$ cat src/rtl/barrel_pkg.sv
// Shared mode encodings and helpers for the pipelined barrel shifter.
package barrel_pkg;

    localparam logic [2:0] MODE_SLL = 3'd0;
    localparam logic [2:0] MODE_SRL = 3'd1;
    localparam logic [2:0] MODE_SRA = 3'd2;
    localparam logic [2:0] MODE_ROL = 3'd3;
    localparam logic [2:0] MODE_ROR = 3'd4;

    function automatic logic mode_illegal(input logic [2:0] mode);
        return mode > MODE_ROR;
    endfunction

endpackage

$ cat src/rtl/barrel_shift_stage.sv
// One combinational shift/rotate step by a fixed distance DIST.
module barrel_shift_stage
    import barrel_pkg::*;
#(
    parameter int WIDTH = 8,
    parameter int DIST  = 1
) (
    input  logic [WIDTH-1:0] data_i,
    input  logic             en_i,
    input  logic [2:0]       mode_i,
    input  logic             sign_i,
    output logic [WIDTH-1:0] data_o
);

    always_comb begin
        data_o = data_i;
        if (en_i) begin
            case (mode_i)
                MODE_SLL: data_o = data_i << DIST;
                MODE_SRL: data_o = data_i >> DIST;
                MODE_SRA: data_o = {{DIST{sign_i}}, data_i[WIDTH-1:DIST]};
                MODE_ROL: data_o = {data_i[WIDTH-1-DIST:0], data_i[WIDTH-1:WIDTH-DIST]};
                MODE_ROR: data_o = {data_i[DIST-1:0], data_i[WIDTH-1:DIST]};
                // illegal modes pass the operand through untouched
                default:  data_o = data_i;
            endcase
        end
    end

endmodule

$ cat src/rtl/barrel_shifter_pipe.sv
// Pipelined barrel shifter: one register stage per shift-amount bit, valid/ready
// handshake with whole-pipeline stall when the consumer back-pressures.
module barrel_shifter_pipe
    import barrel_pkg::*;
#(
    parameter  int WIDTH = 8,
    localparam int SHW   = $clog2(WIDTH)
) (
    input  logic             clk,
    input  logic             rst,
    input  logic             in_valid,
    output logic             in_ready,
    input  logic [WIDTH-1:0] in,
    input  logic [SHW-1:0]   ctrl,
    input  logic [2:0]       mode,
    output logic             out_valid,
    input  logic             out_ready,
    output logic [WIDTH-1:0] out,
    output logic             out_err
);

    typedef struct packed {
        logic             valid;
        logic [WIDTH-1:0] data;
        logic [SHW-1:0]   ctrl;
        logic [2:0]       mode;
        logic             err;
        logic             sign;
    } stage_t;

    stage_t           src     [SHW];
    stage_t           stage_d [SHW];
    stage_t           stage_q [SHW];
    logic [WIDTH-1:0] shifted [SHW];
    logic             adv;

    assign adv      = out_ready || !stage_q[SHW-1].valid;
    assign in_ready = adv;

    // src[k] is what feeds stage k: the ports for k=0, else the previous register
    always_comb begin
        src[0] = '{valid: in_valid, data: in, ctrl: ctrl, mode: mode,
                   err: mode_illegal(mode), sign: in[WIDTH-1]};
        for (int unsigned k = 1; k < SHW; k++) begin
            src[k] = stage_q[k-1];
        end
    end

    for (genvar k = 0; k < SHW; k++) begin : g_stage
        barrel_shift_stage #(
            .WIDTH (WIDTH),
            .DIST  (1 << k)
        ) u_stage (
            .data_i (src[k].data),
            .en_i   (src[k].ctrl[k]),
            .mode_i (src[k].mode),
            .sign_i (src[k].sign),
            .data_o (shifted[k])
        );
    end

    always_comb begin
        for (int unsigned k = 0; k < SHW; k++) begin
            stage_d[k]      = src[k];
            stage_d[k].data = shifted[k];
        end
    end

    always_ff @(posedge clk) begin
        if (rst) begin
            for (int unsigned k = 0; k < SHW; k++) begin
                stage_q[k] <= '0;
            end
        end else if (adv) begin
            for (int unsigned k = 0; k < SHW; k++) begin
                stage_q[k] <= stage_d[k];
            end
        end
    end

    assign out_valid = stage_q[SHW-1].valid;
    assign out       = stage_q[SHW-1].data;
    assign out_err   = stage_q[SHW-1].err;

endmodule
$ cat config.mk
export PLATFORM = sky130hd
export DESIGN_NAME = barrel_shifter_pipe
export DESIGN_NICKNAME = d
export VERILOG_FILES = /design/src/rtl/barrel_pkg.sv /design/src/rtl/barrel_shift_stage.sv /design/src/rtl/barrel_shifter_pipe.sv
export SDC_FILE = /design/constraint.sdc
export NUM_CORES = 1
export LEC_CHECK = 0
export CORE_MARGIN = 2
export CORE_UTILIZATION = 30
export CTS_CLUSTER_SIZE = 14
export DETAILED_ROUTE_END_ITERATION = 10
export SYNTH_ARGS = -nofsm -noshare
export SYNTH_HDL_FRONTEND = slang
export SYNTH_SLANG_ARGS = --single-unit
$ cat constraint.sdc
create_clock -name clk -period 4 [get_ports clk]
set_input_delay 1.2 -clock clk [delete_from_list [all_inputs] [get_ports clk]]
set_output_delay 1.2 -clock clk [all_outputs]
set_load 0.03 [all_outputs]
**After elaboration in Yosys (flattened, before gate mapping)**

Memories as Yosys holds them, arrays and structs flattened.
Cells that the tools add are included.

- Order comparisons: 1
- Equality and inequality tests: 12
- Multiplexer cells: 14
- Bitwise operators: 3
- Reductions and logical operators: 6

Operators by type and width:

| operator | number |
|---|---|
| one-hot mux 8 bit (5 select lines) | 2 |
| two-way mux 17 bit | 3 |
| one-hot mux 8 bit (4 select lines) | 1 |
| two-way mux 8 bit | 3 |
| equality test 3 x 2 -> 1 bit (second input constant) | 6 |
| equality test 3 x 1 -> 1 bit (second input constant) | 3 |
| equality test 3 bit (second input constant) | 3 |
| zero test 3 bit | 3 |
| two-way mux 1 bit | 5 |
| > comparator 3 bit (second input constant) | 1 |
| OR 1 bit | 3 |
| OR reduction 2 bit | 1 |
| zero test 1 bit | 1 |
| logical OR 1 bit | 1 |

- Register bits: 0
- Memory bits (writable): 51
- Input bits: 18
- Output and inout port bits: 11
- Word-level logic and storage cells: 37
- Memories kept: 1

Memories:

| memory | words | width | read ports | clocked after memory_dff | write ports | line | text |
|---|---|---|---|---|---|---|---|
| stage_q | 3 | 17 | 3 | 0 | 3 | barrel_shifter_pipe.sv:33 | `stage_t stage_q [SHW];` |

**Logic depth before layout (Yosys ltp)**

- Depth in word-level cells: 6
- Gate-level depth with buffers: 5
- Mapped depth without buffers: 3

**Modules after synthesis**

Synthesis repeated with hierarchy kept, for this count alone.

- Cells, all modules: 216
- Area, all modules: 2697.6 um2

Modules (own cells, without submodules):

| module | instances | cells an instance | area an instance (um2) | sequential area each (um2) |
|---|---|---|---|---|
| barrel_shifter_pipe | 1 | 96 | 1856.8 | 1231.2 |
| barrel_shift_stage at g_stage[0].u_stage | 1 | 51 | 366.6 | 0.0 |
| barrel_shift_stage at g_stage[1].u_stage | 1 | 44 | 256.5 | 0.0 |
| barrel_shift_stage at g_stage[2].u_stage | 1 | 25 | 217.7 | 0.0 |

**Worst setup path before layout**

OpenSTA, ideal clock, no wires.

- Path kind: input to output
- Start point: in out_ready
- End point: out in_ready
- Arrival: 1503 ps
- Data required time: 2800 ps
- Setup slack: 1297 ps
- Stages: 1
- Buffers on the path: 0
- Path through: nand2b_1

- Longest elaborated chain between the ends: 1

RTL lines:

| element | line | text |
|---|---|---|
| start, declared | barrel_shifter_pipe.sv:17 | `input logic out_ready,` |
| logical OR 1 bit | barrel_shifter_pipe.sv:37 | `assign adv = out_ready \|\| !stage_q[SHW-1].valid;` |
| end, declared | barrel_shifter_pipe.sv:12 | `output logic in_ready,` |

Every way passes these cells.

**Worst setup path in the final report**

Same ends and word-level chain as after synthesis.

==> out/qor.yml <==
max_freq_mhz: 272
utilization_pct: 36.7
path_clk_slew_ps: 80
final_area_sq_um: 2820
grt_overflow_total: 0
min_path_type: "register to register"
synth_area_per_cell_sq_um: 11.7
post-route-period-util_pct: 91.9
synth_xor_area_share_pct: 2.32
switchingPower_w: 0.000260
grt_util_all_layers_pct: 11.0
grt_max_degree: 26
slew_headroom_pct: 29.0
rsz0062_at_grt: "false"
total_power_w: 0.00104
drv_cap: 0
cp_max_fo: 4
power_leakage_nw: 0.964
seqPwrFrac_pct: 53.1
multiInputGateArea_sq_um: 1060
holdPathEnd: "stage_q[0][35]$_SDFFCE_PN0P_"
cts_tree: "done"
grt_pass1_vias: 1620
synth_compound_area_share_pct: 21.0
hold_buffers: 0
setup_viol: 0
drc: 0
fp-row-count: 32
die_area_sq_um: 8630
core_area_sq_um: 7690
synth-adder-area-share_pct: 1.27
ctsHtreeMaxLevel: 2
detail_route.wl_per_cell_um: 14.0
p_per_area_nw_per_um2: 369
ff_latch_area_sq_um: 1230
r2r-start: "stage_q[0][50]$_SDFFCE_PN0P_"
fillers: 763
largest_register_ffs: 41
cp.arrival_ps: 2480
first_pass_iters: 4
clk_path_buf_depth: 2
drive_above_1_share_pct: 6.64
peakVddDrop_uv: 127
drtAntennaViolNets: 0
hp-start: "stage_q[0][18]$_SDFFCE_PN0P_"
clockRootBuffer: "clkbuf_8"
antenna_found_initial: 0
p_clk_share_pct: 30.8
synth_edf_count: 41
crit_type: "primary input to output pin"
critPathLaunchType: "primary input"
ff2ff_setup_slack_ps: 2030
clk_latency_ps: 290
comb_power_share_pct: 16.1
yosysUniqueCellTypes: 37
yosys-top-cells-area: "edfxtp_1, mux2i_1, a21oi_1, and2_1, a2111oi_1"
dpl.hpwl_um: 3130
cp-startpoint: "out_ready"
synthTopCellsByCount: "edfxtp_1, a21oi_1, and2_1, nor2_1, mux2i_1"
slew_violations: 0
place_area_sq_um: 2710
p_int_w: 0.000779
top_register: "stage_q"
synth_warnings: 0
drt_iter0_markers: 131
vias: 1729
syn-num-nets: 221
wirelength_um: 4600
clock_skew_ps: 3.35
period_needed_ps: 3680
numPortBuffers: 28
synth_top_area_cell: "edfxtp_1"
ys_ff_latch: 41
syn_to_final_growth_pct: 19.0
worstRegToRegCells: 3
synth_flop_cell: "edfxtp_1"
synth_top_family_by_area: "compound AO/OA/AOI/OAI gates"
nets: 243
worst_pin_slew_ps: 1070
place.gp.congestion: 0.874
dieHeight_um: 92.9
diodes: 0
reg_top3: "stage_q: 41 flops"
grt_pass1_wl_um: 7620
postCtsSetupRepairBufs: 0
cts.sinks: 41
hold_viol_final: 0
synth_top_area_share_pct: 52.0
synth.most_common_cell: "edfxtp_1"
synth-seq-area-share_pct: 52.0
num_io_pins: 29
yosys-mux-area-fraction_pct: 5.54
ys_async_sr_fraction_pct: 0
cp.required_ps: 2800
synth-simple-area-share_pct: 14.6
post_cts_resized: 0
finalSetupTns_ps: 0
sw_frac_of_total_pct: 25.0
cts_buffers: 5
min_path_cells: 1
reg2reg_to: "stage_q[0][27]$_SDFFCE_PN0P_"
syn_area_sq_um: 2370
fp.dieW_um: 92.9
cp-end-kind: "output pin"
syn_inst: 203
start_util_pct: 30.8
viasPerCell: 5.27
status: "complete, no violations"
-- worst max path at each step --
stage,end,cells past startpoint
after floorplan,in_ready,1
after global placement,in_ready,3
after detailed placement,in_ready,3
after CTS,in_ready,3
after global routing,in_ready,3
final,in_ready,3
-- area by class of cell --
cell class | count | area share [%]
flip-flops and latches | 41 | 43.7
multi-input cells | 146 | 37.6
repair buffers | 29 | 10.2
well taps | 102 | 4.53
clock buffers | 6 | 2.57
clock inverters | 2 | 1.20
inverters | 2 | 0.266
-- power groups by stage --
stage / registers [W] / logic (W) / clock network (W)
finish: 0.000552 / 0.000167 / 0.000320
global route: 0.000558 / 0.000181 / 0.000343
CTS: 0.000551 / 0.000167 / 0.000329
detailed placement: 0.000561 / 0.000165 / 0
global placement: 0.000560 / 0.000163 / 0
floorplan: 0.000556 / 0.000110 / 0
-- critical path, cell delays in order --
cell             delay (ps)
clkdlybuf4s50_1         440
nand2b_1                150
clkdlybuf4s50_1         680
-- layer usage --
layer  share of wire [%]  track usage (%)  routed length [um]
met5                   0                0                   0
met4                 1.2             3.80                  53
met3                 5.5             3.25                 254
met2                  50             18.9                2320
met1                  43             13.0                1970
-- cells by family (layout without fill, tap and decap cells) --
logic type | Yosys count | after routing
and+or+nand+nor | 57 | 57
DFF | 41 | 41
adders and majority gates | 3 | 3
muxes | 13 | 13
xor gates and xnor gates | 2 | 2
AOI/OAI and AO/OA | 71 | 71
buffers and inverters | 16 | 39
-- metrics by stage --
step                hold WS (ps)  std cells  worst slack [ps]
CTS                          522        328               315
detailed placement           505        320               317
global route                 532        328               259
global placement             502        320               343
finish                       519        328               325
floorplan                    497        203              1300
-- cells in the final DEF (no fill, tap or decap), types with 2 or more instances in the layout --
| master | n |
|---|---|
| o21ai_0 | 11 |
| inv_1 | 2 |
| nand4b_1 | 2 |
| mux2i_1 | 12 |
| nand2_1 | 2 |
| nor2_1 | 15 |
| nor2b_1 | 6 |
| and2_1 | 17 |
| a2111oi_0 | 6 |
| a21oi_1 | 23 |
| o31a_1 | 2 |
| nand2b_1 | 3 |
| a311oi_1 | 6 |
| edfxtp_1 | 41 |
| a2111oi_1 | 6 |
| o21a_1 | 4 |
| clkbuf_8 | 5 |
| nand4bb_1 | 2 |
| or2_2 | 2 |
| xnor2_4 | 2 |
| nor4bb_1 | 4 |
| maj3_1 | 3 |
| a32oi_1 | 4 |
| o22ai_1 | 4 |
| clkdlybuf4s50_1 | 28 |
(Power assumes the default switching activity.)
==> patch 1 (same flow settings) <==
`WIDTH` is set to 8 in 2 places; all go to 4.
--- a/src/rtl/barrel_shift_stage.sv
+++ b/src/rtl/barrel_shift_stage.sv
@@ -4,3 +4,3 @@
 #(
-    parameter int WIDTH = 8,
+    parameter int WIDTH = 4,
     parameter int DIST  = 1
--- a/src/rtl/barrel_shifter_pipe.sv
+++ b/src/rtl/barrel_shifter_pipe.sv
@@ -5,3 +5,3 @@
 #(
-    parameter  int WIDTH = 8,
+    parameter  int WIDTH = 4,
     localparam int SHW   = $clog2(WIDTH)
Ports: changed (resized ctrl, in and out); port bits go from 29 to 20. No check against the original RTL was run, so the function may have changed too.
==> patch 1 against the original RTL <==
Register-to-register slack gained 0.49 ns; worst setup slack lost 0.0062 ns; synthesized cell count shrank 56%; clock skew shrank 0.0026 ns; total power shrank 62%; design area shrank 55%; sequential cell count shrank 24; area after synthesis shrank 56%; count of clock-buffer cells in the layout shrank 2; routed wire length shrank 61%; sequential share of layout area shrank 3.6 points; critical path type unchanged; largest power group unchanged.
==> patch 1: results (changes against the original RTL) <==
| Metric | Value |
|---|---|
| Status | complete, no violations |
| DR iter-0 viols | 16 (-88%) |
| H-tree Lvls | 1 (-1) |
| Critical hold path startpoint | stage_q[0][11]$_SDFFCE_PN0P_ |
| Rel. slew slack | 0.705 (+0.415) |
| Num CTS Buffers | 3 (-2) |
| Layout cells sized above 1 | 0.103 (+0.0364) |
| Post-Synth Adder-Cell Area | 0.00965 (-0.00302) |
| IO buf count | 19 (-32%) |
| Static leakage | 0.000444 uW (-54%) |
| First-pass GRT wire length | 3.00 mm (-61%) |
| Met1 WL | 791 um (-60%) |
| Reg2reg start | stage_q[0][2]$_SDFFCE_PN0P_ |
| Met2 WL | 889 um (-62%) |
| Total power | 399 uW (-62%) |
| Post-synth top cells | edfxtp_1, a21oi_1, and2_1 |
| Min Hold Slack | 0.528 ns (+0.00915 ns) |
| HPWL Detailed | 1.35 mm (-57%) |
| VDD IR-drop max | 0.0963 mV (-24%) |
| Post-synthesis mux area share | 0.0398 (-0.0156) |
| Post-synthesis xor/xnor area fraction | 0.0265 (+0.00331) |
| Area post-placement | 1250 um^2 (-54%) |
| Seq/Total Area, Yosys | 0.492 (-0.0274) |
| Top cells by area, synth | edfxtp_1, a2111oi_2, and2_1 |
| Global-route met2 utilization | 0.168 (-0.0210) |
| Final instance area | 1270 um^2 (-55%) |
| Place WS | 0.327 ns (+0.00953 ns) |
| Top Registers | stage_q (17) |
| Yosys cell types | 36 (-2.7%) |
| Largest net degree at the start of global routing | 18 (-31%) |
| Power Internal | 295 uW (-62%) |
| Routed length on met3 | 79 um (-69%) |
| Nets | 121 (-50%) |
| R2r endpoint | stage_q[0][21]$_SDFFCE_PN0P_ |
| Routability congestion estimate from global placement | 0.806 (-7.8%) |
| Number of synthesized flops with an enable pin | 17 (-59%) |
| GRT Overall Usage | 0.0955 (-0.0142) |
[patch 1: cell count changes in the layout (fill, tap and decap cells not counted), sizes merged, moves of 6 or more]
cell and change:
mux2i -9, nor2 -12, a21oi -16, a311oi -6, a2111oi -8, o21ai -8, edfxtp -24, clkdlybuf4s50 -9
and2 -9
[patch 1: cell type report]
cell class              instances  area share
inverters                       3     0.00883
clock buffers                   4      0.0206
well taps                      46      0.0451
repair buffers                 19       0.149
flip-flops and latches         17       0.400
multi-input cells              64       0.376
[patch 1: worst register-to-register path, stage by stage, from the launching register on]
cell and delay (ns):
edfxtp_1 0.54, or3b_1 0.44, a21oi_1 0.16, a2111oi_1 0.08
[patch 1: worst max path at each step]
stage / startpoint / endpoint / cells past startpoint
floorplan: out_ready / in_ready / 1
global placement: out_ready / in_ready / 3
detailed placement: out_ready / in_ready / 3
CTS: out_ready / in_ready / 3
global route: out_ready / in_ready / 3
finish: out_ready / in_ready / 3
==> patch 2 (config.mk and constraints unchanged) <==
Without the edit above. Put a register stage on the output `out_err`, cleared by the reset. The value now appears one clock later. The other outputs are not delayed to match.
--- a/src/rtl/barrel_shifter_pipe.sv
+++ b/src/rtl/barrel_shifter_pipe.sv
@@ -82,3 +82,9 @@
     assign out       = stage_q[SHW-1].data;
-    assign out_err   = stage_q[SHW-1].err;
+    always_ff @(posedge clk) begin
+        if (rst) begin
+            out_err <= '0;
+        end else begin
+            out_err <= stage_q[SHW-1].err;
+        end
+    end
 
Check against the original RTL: not equivalent (a bounded check fails within 4 cycles, from zero or initial values and one cycle with rst high).
==> patch 2 against the original RTL <==
Non-clock buffer count unchanged; sequential power about the same; area after synthesis down 2.5%; total power about the same; sequential cell count up 1; via count down 9.6%; count of clock-buffer cells in the layout up 1; design area down 4.1%; worst setup slack better by 0.0024 ns; global-route usage down 1.4 points; routed wire length down 12%; final cell count down 3.4%; first-iteration DRC count down 39%; largest cell class unchanged.
==> patch 2: results (changes against the original RTL) <==
| Metric | Value |
|---|---|
| Global-route met2 utilization | 0.165 (-0.0242) |
| Drt total wl | 4.04 mm (-12%) |
| H-tree Lvls | 2 (unchanged) |
| Fillers | 766 (+0.39%) |
| Largest net degree at the start of global routing | 35 (+35%) |
| Total placed cells including tap cells | 309 (-3.4%) |
| Post-synth top cells | edfxtp_1, a21oi_1, and2_1 |
| Met3 Resource Use GR | 0.0279 (-0.00461) |
| Root Buffer | clkbuf_8 |
| CP max-delay cell | clkdlybuf4s50_1 |
| Num CTS Buffers | 5 (unchanged) |
| Top Registers | stage_q (41), out_err (1) |
| Slew of the pin with the lowest slew margin | 0.531 ns (-0.534 ns) |
| Drt pass-1 iters | 5 (+1) |
| Post-Syn Nets | 216 (-2.3%) |
| Clock latency on the worst-skew pair | 0.29 ns (about the same) |
| CP max FO | 4 (unchanged) |
| Number of synthesized flops with an enable pin | 41 (unchanged) |
| GRT Overall Usage | 0.0956 (-0.0140) |
| Routability congestion estimate from global placement | 0.784 (-10%) |
| Static leakage | 0.000981 uW (+1.8%) |
| Post-Route Skew | 0.00723 ns (+0.00387 ns) |
| Number of non-filler instances in the completed layout | 317 (-3.4%) |
| Seq/Total Area, Yosys | 0.541 (+0.0219) |
| DR iter-0 viols | 80 (-39%) |
| Place WS | 0.319 ns (+0.00147 ns) |
| Yosys cell types | 38 (+2.7%) |
| Vias in the first global route | 1,448 (-11%) |
| HPWL Detailed | 2.86 mm (-8.4%) |
| Synth Area per Inst | 11.7 um^2 (about the same) |
| CP arrival | 2.47 ns |
| Largest stage delay, worst path | 0.68 ns (about the same) |
| Area post-placement | 2600 um^2 (-4.2%) |
| Clk slew on worst S/H paths | 0.08 ns (about the same) |
| Nets | 232 (-4.5%) |
| VDD IR-drop max | 0.118 mV (-6.9%) |
| First-pass GRT wire length | 6.40 mm (-16%) |
| Post-cts sizing count | 0 (unchanged) |
| Top FF cell, synth | edfxtp_1 |
| Ant. Diodes | 0 (unchanged) |
| Max clock buf depth | 2 (unchanged) |
| Top cells by area, synth | edfxtp_1, mux2i_1, and2_1 |
| IO buf count | 28 (unchanged) |
| Via count | 1,563 (-9.6%) |
| Initial antenna violation count | 0 (unchanged) |
| Syn. warnings | 0 (unchanged) |
| HP Class | reg2reg |
| Post-layout util | 0.356 (-0.0113) |
| Layout cells sized above 1 | 0.0651 (-0.00126) |
| Grt met1 use | 0.107 (-0.0224) |
| Status | complete, no violations |
-- patch 2: layout make-up --
| type | instances | area share |
|---|---|---|
| clock inverters | 1 | 0.0111 |
| well taps | 102 | 0.0472 |
| multi-input cells | 132 | 0.339 |
| flip-flops and latches | 42 | 0.463 |
| repair buffers | 29 | 0.106 |
| clock buffers | 7 | 0.0282 |
| inverters | 4 | 0.00555 |
-- patch 2: worst paths after layout --
kind / from / end / slack [ns] / cells after the start
worst min register to register: stage_q[0][35]$_SDFFCE_PN0P_ / out_err$_SDFF_PP0_ / 0.46 / 1
worst min-delay path: stage_q[0][35]$_SDFFCE_PN0P_ / out_err$_SDFF_PP0_ / 0.46 / 1
worst max register to register: stage_q[0][50]$_SDFFCE_PN0P_ / stage_q[0][10]$_SDFFCE_PN0P_ / 2.37 / 4
worst max-delay path: out_ready / in_ready / 0.33 / 3
-- patch 2: worst max-delay path, delay by kind of cell --
| kind | cells | cell delay, ns |
|---|---|---|
| buffers and inverters | 2 | 1.12 |
| AND/OR/NAND/NOR | 1 | 0.14 |
-- patch 2: cells by family (layout without fill, tap and decap cells) --
logic type	Yosys count	in the layout	synth area share
AOI/OAI and AO/OA	63	63	0.192
muxes	12	12	0.0520
buffers and inverters	24	41	0.0617
xor gates and xnor gates	2	2	0.0190
adders and majority gates	3	3	0.0130
DFF	42	42	0.541
and+or+nand+nor	52	52	0.121
-- patch 2: report_power, final --
| part | switching (uW) | internal [uW] | total (uW) | leakage [uW] |
|---|---|---|---|---|
| registers | 30.1 | 523 | 553 | 0.000490 |
| clock network | 135 | 187 | 322 | 0.0000524 |
| logic | 85.7 | 79.9 | 166 | 0.000439 |
-- patch 2: metal layers --
layer  wire length, um  share of wire
met1              1820           0.45
met4                56          0.014
met5                 0              0
met2              1960           0.49
met3               200          0.050
